## config.mk

```make
export PLATFORM = sky130hd
export DESIGN_NAME = noc_output_arbiter
export DESIGN_NICKNAME = d
export VERILOG_FILES = /design/src/rtl/noc_arb_pkg.sv /design/src/rtl/rr_priority_picker.sv /design/src/rtl/noc_output_arbiter.sv
export SDC_FILE = /design/constraint.sdc
export NUM_CORES = 1
export LEC_CHECK = 0
export ABC_AREA = 1
export CORE_ASPECT_RATIO = 2
export CORE_MARGIN = 1
export CORE_UTILIZATION = 52
export DETAILED_ROUTE_END_ITERATION = 7
export GPL_TIMING_DRIVEN = 1
export PLACE_DENSITY = 0.88
export SLEW_MARGIN = 5
export SYNTH_ARGS = -nofsm -noshare
export SYNTH_HDL_FRONTEND = slang
export SYNTH_HIERARCHICAL = 1
export SYNTH_SLANG_ARGS = --single-unit
export TNS_END_PERCENT = 5
```

## constraint.sdc

```tcl
create_clock -name clk_noc -period 11.97 [get_ports clk_noc]
set_input_delay 1.7955 -clock clk_noc [delete_from_list [all_inputs] [get_ports clk_noc]]
set_output_delay 1.7955 -clock clk_noc [all_outputs]
set_load 0.005 [all_outputs]
```

## src/rtl/noc_arb_pkg.sv

```systemverilog
// Shared types and helpers for the NoC output-port arbiter.
// Used by noc_output_arbiter (optional perf counters: NOC_ARB_PERF_EN).
package noc_arb_pkg;

   typedef enum logic {
      ARB_IDLE   = 1'b0,
      ARB_LOCKED = 1'b1
   } arb_state_t;

   // Credit counter must hold every value 0..depth inclusive.
   function automatic int credit_width(input int depth);
      return $clog2(depth + 1);
   endfunction

   function automatic int index_width(input int n);
      return (n > 1) ? $clog2(n) : 1;
   endfunction

   function automatic int wrap_inc(input int idx, input int n);
      return (idx + 1 >= n) ? 0 : idx + 1;
   endfunction

endpackage

```

## src/rtl/rr_priority_picker.sv

```systemverilog
// Combinational round-robin picker: first set bit of eligible at or after
// rr_ptr, wrapping modulo N.
module rr_priority_picker
   import noc_arb_pkg::*;
#(
   parameter int N   = 5,
   parameter int IDX_W = index_width(N)
) (
   input  logic [N-1:0]     eligible,
   input  logic [IDX_W-1:0] rr_ptr,
   output logic             valid,
   output logic [IDX_W-1:0] winner
);

   int idx;

   // Walk offsets from farthest to nearest so the nearest hit wins.
   always_comb begin
      valid  = 1'b0;
      winner = '0;
      idx    = 0;
      for (int i = N - 1; i >= 0; i--) begin
         idx = (int'(rr_ptr) + i) % N;
         if (eligible[idx]) begin
            valid  = 1'b1;
            winner = IDX_W'(idx);
         end
      end
   end

endmodule

```

## src/rtl/noc_output_arbiter.sv

```systemverilog
// Per-output wormhole arbiter: round-robin head arbitration, grant held until
// the tail flit, sends gated by downstream credits. Perf counters: NOC_ARB_PERF_EN.
//
// state      | meaning
// -----------+-------------------------------------------------------------
// ARB_IDLE   | no packet in flight; head flits arbitrate round-robin
// ARB_LOCKED | owner mid-packet; only owner may send, until its tail flit
module noc_output_arbiter
   import noc_arb_pkg::*;
#(
   parameter int NUM_INPUTS        = 5,
   parameter int FLIT_BUFFER_DEPTH = 1,
   parameter int CNT_WIDTH         = 32,
   localparam int CRED_W = credit_width(FLIT_BUFFER_DEPTH),
   localparam int IDX_W  = index_width(NUM_INPUTS)
) (
   input  logic                  clk_noc,
   input  logic                  rst_n,
   input  logic [NUM_INPUTS-1:0] req,
   input  logic [NUM_INPUTS-1:0] req_tail,
   input  logic [NUM_INPUTS-1:0] turn_mask,
   input  logic                  credit_in,
   output logic [NUM_INPUTS-1:0] grant,
   output logic                  send_out,
   output logic                  locked,
   output logic [CRED_W-1:0]     credit_cnt,
   output logic                  credit_err,
   output logic [CNT_WIDTH-1:0]  flit_cnt,
   output logic [CNT_WIDTH-1:0]  stall_cnt
);

   arb_state_t              state;
   logic [IDX_W-1:0]        owner;
   logic [IDX_W-1:0]        rr_ptr;
   logic [NUM_INPUTS-1:0]   eligible;
   logic [NUM_INPUTS-1:0]   grant_c;
   logic                    pick_valid;
   logic [IDX_W-1:0]        pick_winner;
   logic                    has_credit;
   logic                    cred_full;
   logic                    send;

   assign eligible   = req & ~turn_mask;
   assign has_credit = (credit_cnt != '0);
   assign cred_full  = (credit_cnt == CRED_W'(FLIT_BUFFER_DEPTH));

   rr_priority_picker #(
      .N     (NUM_INPUTS),
      .IDX_W (IDX_W)
   ) u_picker (
      .eligible (eligible),
      .rr_ptr   (rr_ptr),
      .valid    (pick_valid),
      .winner   (pick_winner)
   );

   always_comb begin
      grant_c = '0;
      if (state == ARB_IDLE) begin
         if (pick_valid && has_credit)
            grant_c[pick_winner] = 1'b1;
      end else begin
         if (req[owner] && has_credit)
            grant_c[owner] = 1'b1;
      end
   end

   // Registers already hold reset values during reset, but req may be live,
   // so the grant is forced off explicitly while rst_n is low.
   assign grant    = grant_c & {NUM_INPUTS{rst_n}};
   assign send     = |grant;
   assign send_out = send;
   assign locked   = (state == ARB_LOCKED);

   always_ff @(posedge clk_noc or negedge rst_n) begin
      if (!rst_n) begin
         state  <= ARB_IDLE;
         owner  <= '0;
         rr_ptr <= '0;
      end else begin
         case (state)
            ARB_IDLE: begin
               if (pick_valid && has_credit) begin
                  if (req_tail[pick_winner]) begin
                     rr_ptr <= IDX_W'(wrap_inc(int'(pick_winner), NUM_INPUTS));
                  end else begin
                     state <= ARB_LOCKED;
                     owner <= pick_winner;
                  end
               end
            end
            ARB_LOCKED: begin
               if (req[owner] && has_credit && req_tail[owner]) begin
                  state  <= ARB_IDLE;
                  rr_ptr <= IDX_W'(wrap_inc(int'(owner), NUM_INPUTS));
               end
            end
            default: state <= ARB_IDLE;
         endcase
      end
   end

   always_ff @(posedge clk_noc or negedge rst_n) begin
      if (!rst_n) begin
         credit_cnt <= CRED_W'(FLIT_BUFFER_DEPTH);
         credit_err <= 1'b0;
      end else begin
         if (credit_in && cred_full)
            credit_err <= 1'b1;
         if (send && !credit_in)
            credit_cnt <= credit_cnt - CRED_W'(1);
         else if (!send && credit_in && !cred_full)
            credit_cnt <= credit_cnt + CRED_W'(1);
      end
   end

`ifdef NOC_ARB_PERF_EN
   logic stall_cond;

   assign stall_cond = ((state == ARB_IDLE) && (|eligible) ||
                        (state == ARB_LOCKED) && req[owner]) && !has_credit;

   always_ff @(posedge clk_noc or negedge rst_n) begin
      if (!rst_n) begin
         flit_cnt  <= '0;
         stall_cnt <= '0;
      end else begin
         if (send && !(&flit_cnt))
            flit_cnt <= flit_cnt + CNT_WIDTH'(1);
         if (stall_cond && !(&stall_cnt))
            stall_cnt <= stall_cnt + CNT_WIDTH'(1);
      end
   end
`else
   assign flit_cnt  = '0;
   assign stall_cnt = '0;
`endif

endmodule
```

; ---- Word level (Yosys, flattened, before mapping)
; Index checks and enable logic that the tools add are counted.
[word_totals]
output_inout_bits = 73
input_bits = 18
wordCells = 103
regBits = 9
[op_classes]
add_sub_neg = 8
reduce_logical = 16
bitwise_logic = 5
div_mod_pow = 5
magnitude_cmp = 11
eq_ne = 3
mux = 50
[ops]
columns = op, n
row1 = $lt A32 B5 Y1 const B, 5
row2 = $mod A32 B4 Y32 const B, 4
row3 = $mod A4 B4 Y32 const B, 1
row4 = $mux W3, 10
row5 = $mux W1, 25
row6 = $bmux W1 S3, 8
row7 = $mux W5, 3
row8 = $add A3 B1 Y4 const B, 3
row9 = $and A5 B5 Y5, 2
row10 = $logic_and A1 B1 Y1, 9
row11 = $add A3 B2 Y4 const B, 2
row12 = $ge A4 B3 Y1 const B, 2
row13 = $lt A3 B4 Y1 const B, 2
row14 = $demux W1 S3, 2
row15 = $ge A3 B1 Y1 const B, 2
row16 = $ne A2 B1 Y1 const B, 3
row17 = $pmux W3 S2, 1
row18 = $reduce_and A3 Y1, 2
row19 = $not A5 Y5, 1
row20 = $reduce_or A5 Y1, 1
row21 = $add A3 B3 Y4 const B, 1
row22 = $logic_not A1 Y1, 3
row23 = $not A1 Y1, 2
row24 = $pmux W1 S2, 1
row25 = 3 further kinds, 3

; ---- Logic depth before layout (Yosys ltp)
[depth]
depth_word = 23
depth_mapped = 34
mapped_depth_nobuf = 34

; ---- Modules after synthesis
; Netlist, hierarchy kept.
[by_module_without_submodules]
columns = module, seq_area_each_um2, area_each_um2, n_inst, cells_per_inst
row1 = noc_output_arbiter, 226.5, 1440.1, 1, 215
row2 = rr_priority_picker, 0.0, 1423.9, 1, 253

; ---- Worst setup path before layout
; OpenSTA, ideal clock, no wires.
[synth_timing]
kind = register to output
startpoint = reg rr_ptr[0]
endpoint = out send_out
slack_ns = 6.527
stages_incl_launch_ff = 30
t_arrival_ns = 3.647
path_buffers = 0
required_time_ns = 10.175
path_cell_list = dfrtp_1 inv_2 ha_1 inv_1 ha_1 inv_2 nand3_1 nand2_2 xor2_1 ha_1 nand2_1 nand3_4 nand3_1 nand2_2 nand2_1 nand3_1 nand2_2 nand2_2 nand3b_1 nand3_1 nand2_1 a21oi_2 inv_2 nor2_1 nand3_1 a21oi_1 nand2_1 nand2_1 inv_1 nand2_1
[synth_via]
elab_chain_len = 18
elab_cells_between_ends = 44
classes_between = add/sub (4) / div (5) / order compare (2) / mux (29) / bitwise (1) / reduce/logical (3)
[synth_lines]
columns = element, line
row1 = "start, declared", noc_output_arbiter.sv:34  ; logic [IDX_W-1:0] rr_ptr;
row2 = "start signal, assigned", noc_output_arbiter.sv:85  ; rr_ptr <= IDX_W'(wrap_inc(int'(pick_winner), NUM_INPUTS));
row3 = "start signal, assigned", noc_output_arbiter.sv:95  ; rr_ptr <= IDX_W'(wrap_inc(int'(owner), NUM_INPUTS));
row4 = $add A3 B3 Y4, rr_priority_picker.sv:23  ; idx = (int'(rr_ptr) + i) % N;
row5 = $mod A32 B4 Y32, rr_priority_picker.sv:23
row6 = $bmux W1 S3, rr_priority_picker.sv:24  ; if (eligible[idx]) begin
row7 = $mux W1 (not written as such) (2 in series), rr_priority_picker.sv:24
row8 = $mux W3 (4 in series), rr_priority_picker.sv:24
row9 = $mux W3 (*), rr_priority_picker.sv:24
row10 = named net pick_winner[1], noc_output_arbiter.sv:38  ; logic [IDX_W-1:0] pick_winner;
row11 = $lt A3 B4 Y1 (not written as such) or $ge A3 B1 Y1 (tied branches), noc_output_arbiter.sv:61  ; grant_c[pick_winner] = 1'b1;
row12 = $logic_and A1 B1 Y1 (not written as such), noc_output_arbiter.sv:61
row13 = $mux W1 (not written as such), noc_output_arbiter.sv:61
row14 = $demux W1 S3 (*), noc_output_arbiter.sv:61
row15 = $mux W5 (*), noc_output_arbiter.sv:60  ; if (pick_valid && has_credit)
row16 = $mux W5 (*), noc_output_arbiter.sv:59  ; if (state == ARB_IDLE) begin
row17 = $and A5 B5 Y5 (*), noc_output_arbiter.sv:70  ; assign grant = grant_c & {NUM_INPUTS{rst_n}};
row18 = $reduce_or A5 Y1 (*), noc_output_arbiter.sv:71  ; assign send = |grant;
row19 = "end, declared", noc_output_arbiter.sv:24  ; output logic send_out,
; The timed path passes the listed nets; every way through them passes the cells marked *. The select of a mux whose other input is x is not followed.

; ---- Worst setup path in the final report
; Ends and elaborated chain as after synthesis.

==> results.ini <==
[outcome]
status=finished clean

[timing]
fin_crit_ns=7.036
slew_violations=0
maxSlewHeadroom_pct=58.57
setup_viol=0
fin_tns_setup_ns=0
hold_violations=0
skew_ns=0.001737
max_freq_mhz=142.1
post-route-period-util_pct=58.78
rsz0062_at_grt=no
tightest_slew_ns=0.6215

[grt]
grt_pass1_vias=2767
antenna_found_initial=0
grt_max_degree=20
grt.total_usage_pct=27.13
grt_remaining_overflow=0
grt_pass1_wl_mm=11.69

[place]
gp_congestion=0.9630
portBuffers=26
hpwlAfterDp_mm=6.114
dp_cells=544

[synth]
synth_top_cell_by_area=buf_4
synth_compound_area_share_pct=11.10
synth_edf_count=0
ys_types=41
ys_seq_elements=9
synth_cells=468
synth_top_family_by_area=simple AND/OR/NAND/NOR gates
synthArstFlopShare_pct=100.0
synthFlopType=dfrtp_1
synth_xor_xnor_area_share_pct=1.223
synth_simple_gate_area_share_pct=42.07
ys_warn_count=6
synth_area_um2=2864
synth_mux_area_share_pct=0
ys_seq_area_share_pct=7.907
synthTopCellsByArea=buf_4, nand2_1, ha_1
avgSynthCellArea_um2=6.120
yosys.area.top_type_share_pct=17.04
synth-adder-area-share_pct=10.48

[die]
start_util_pct=54.75
rows=37
core_um2=5231
io_pins=91
dieArea_um2=5826
die_h_um=107.0
die_x_um=54.48

[clocking]
numClockSinks=9
cts_setup_buffers=0
clk_latency_ns=0.23
clkTransAtPathRegs_ns=0.05
cts-htree-levels=1
clock-root-buffer=clkbuf_8
postCtsHoldBufs=0
cts_tree=done
clk_path_buf_depth=2
numCtsBuffers=3
cts_resized=0

[final_layout]
area_growth_pct=2.578
seq_area_um2=226.5
fillers=530
fin_cells=548
multiInputGateArea_um2=2098
drive_gt1_share_pct=12.45
fin_nets=533
antenna_cells=0

[detailed_routing]
drc=0
drtAntennaViolNets=0
viasPerCell=5.376
wl_per_cell_um=13.35
wirelength_mm=7.315
first_iter_violations=70
vias=2946
drtPass1Iterations=5

[critical_path]
critPathRequiredTime_ns=10.17
reg2reg_from=rr_ptr[0]
crit_start=rr_ptr[0]
cpMostUsedCell=nand2_1
crit_type=reg -> out
crit_fanout=19
slowest_stage=dfrtp_1
worstPathArrival_ns=5.24
end_kind=output pin
start_kind=register
slowest_delay_ns=0.73

[hold_path]
hold_class=reg -> reg
hold_path.startpoint=credit_err

[run]
maxCapViolCount=0

==> cell usage in the layout, fill, tap and decap left out, types with 2 or more instances in the layout <==
cell type        netlist  routed
nand2_1              114     114
conb_1                 1      64
nand3_1               57      57
inv_1                 47      47
nor2_1                26      26
clkdlybuf4s50_1        0      26
ha_1                  24      24
nand2_2               13      13
inv_2                 12      12
a21oi_1               12      12
o21ai_1               12      12
o21ai_0                9       9
dfrtp_1                8       8
nand4_1                6       6
nand3_2                5       5
nand3b_1               5       5
nor2_2                 4       4
nand2_4                4       4
xor2_1                 4       4
o21ai_2                4       4
a21oi_2                4       4
nor3_1                 3       3
clkbuf_8               0       3
inv_4                  2       2
nand4_2                2       2
o31ai_1                2       2
o211ai_1               2       2
or2_2                  2       2
o22ai_1                2       2
nand3_4                2       2
==> cells in the mapped netlist, types with 2 or more instances <==
library cell	number
nand2_1	114
inv_1	47
nand2_4	4
dfrtp_1	8
inv_2	12
or2_2	2
nand2_2	13
o21ai_1	12
a21oi_1	12
o22ai_1	2
nand4_1	6
xor2_1	4
nor3_1	3
nand3_1	57
o31ai_1	2
buf_4	65
a21oi_2	4
nand3_2	5
inv_4	2
o211ai_1	2
nand3_4	2
nand4_2	2
nand3b_1	5
buf_6	4
nor2_2	4
nor2_1	26
o21ai_2	4
ha_1	24
o21ai_0	9
==> worst paths after layout <==
| check | depth (start not counted) | slack (ns) | end |
|---|---|---|---|
| max | 30 | 4.93 | send_out |
| min | 1 | 0.48 | credit_err |
| max reg2reg | 28 | 7.05 | owner[1] |
| min reg2reg | 1 | 0.48 | credit_err |
| max in group asynchronous | 1 | 9.78 | credit_cnt |
| min in group asynchronous | 1 | 1.86 | locked |
==> through the flow <==
stage	hold WS, ns	utilization [%]	setup WS [ns]	cell area [um2]
2_1_floorplan	0.4649	-	6.527	3100
3_3_place_gp	0.4580	55.27	5.377	2892
3_5_place_dp	0.4561	55.27	5.300	2892
4_1_cts	0.4776	56.16	5.030	2938
5_1_grt	0.4855	56.16	4.389	2938
6_report	0.4771	56.16	4.934	2938
==> state kept, by name (all words and copies together) (netlist names) <==
name        cells
owner           3
rr_ptr          3
credit_cnt      1
credit_err      1
locked          1
==> metal layers <==
layer / GRT usage (%) / routed length, um / vias up / part of all wire (%)
met5: 0 / 0 / - / 0
met4: 22.71 / 724 / 0 / 9.9
met3: 1.844 / 307 / 53 / 4.2
met2: 49.48 / 3990 / 146 / 55
met1: 24.54 / 2292 / 1323 / 31
li1: - / - / 1424 / -
==> cells by family after synthesis <==
group	after synthesis
AO/OA/AOI/OAI	51
XOR/XNOR	4
adder cells (fa/ha/maj)	24
buffers and inverters	132
flip-flops	9
other	1
AND/OR/NAND/NOR	247
==> critical path, delay by kind of cell, from the launching register on <==
| family | cells | cell delay, ns |
|---|---|---|
| adder cells (fa/ha/maj) | 2 | 0.46 |
| AO/OA/AOI/OAI | 3 | 0.72 |
| buffers and inverters | 5 | 1.12 |
| flip-flops | 1 | 0.73 |
| AND/OR/NAND/NOR | 20 | 1.95 |
==> final cells by class <==
| type | instances | area share, % |
|---|---|---|
| Clock buffer | 3 | 1.405 |
| Clock inverter | 1 | 0.1704 |
| Inverter | 61 | 7.964 |
| Multi-Input combinational cell | 390 | 71.42 |
| Sequential cell | 9 | 7.709 |
| Tap cell | 58 | 2.470 |
| Timing Repair Buffer | 26 | 8.859 |
Power is not shown: default switching activity piles up to over one toggle a cycle in this logic, so the estimate is an artifact.
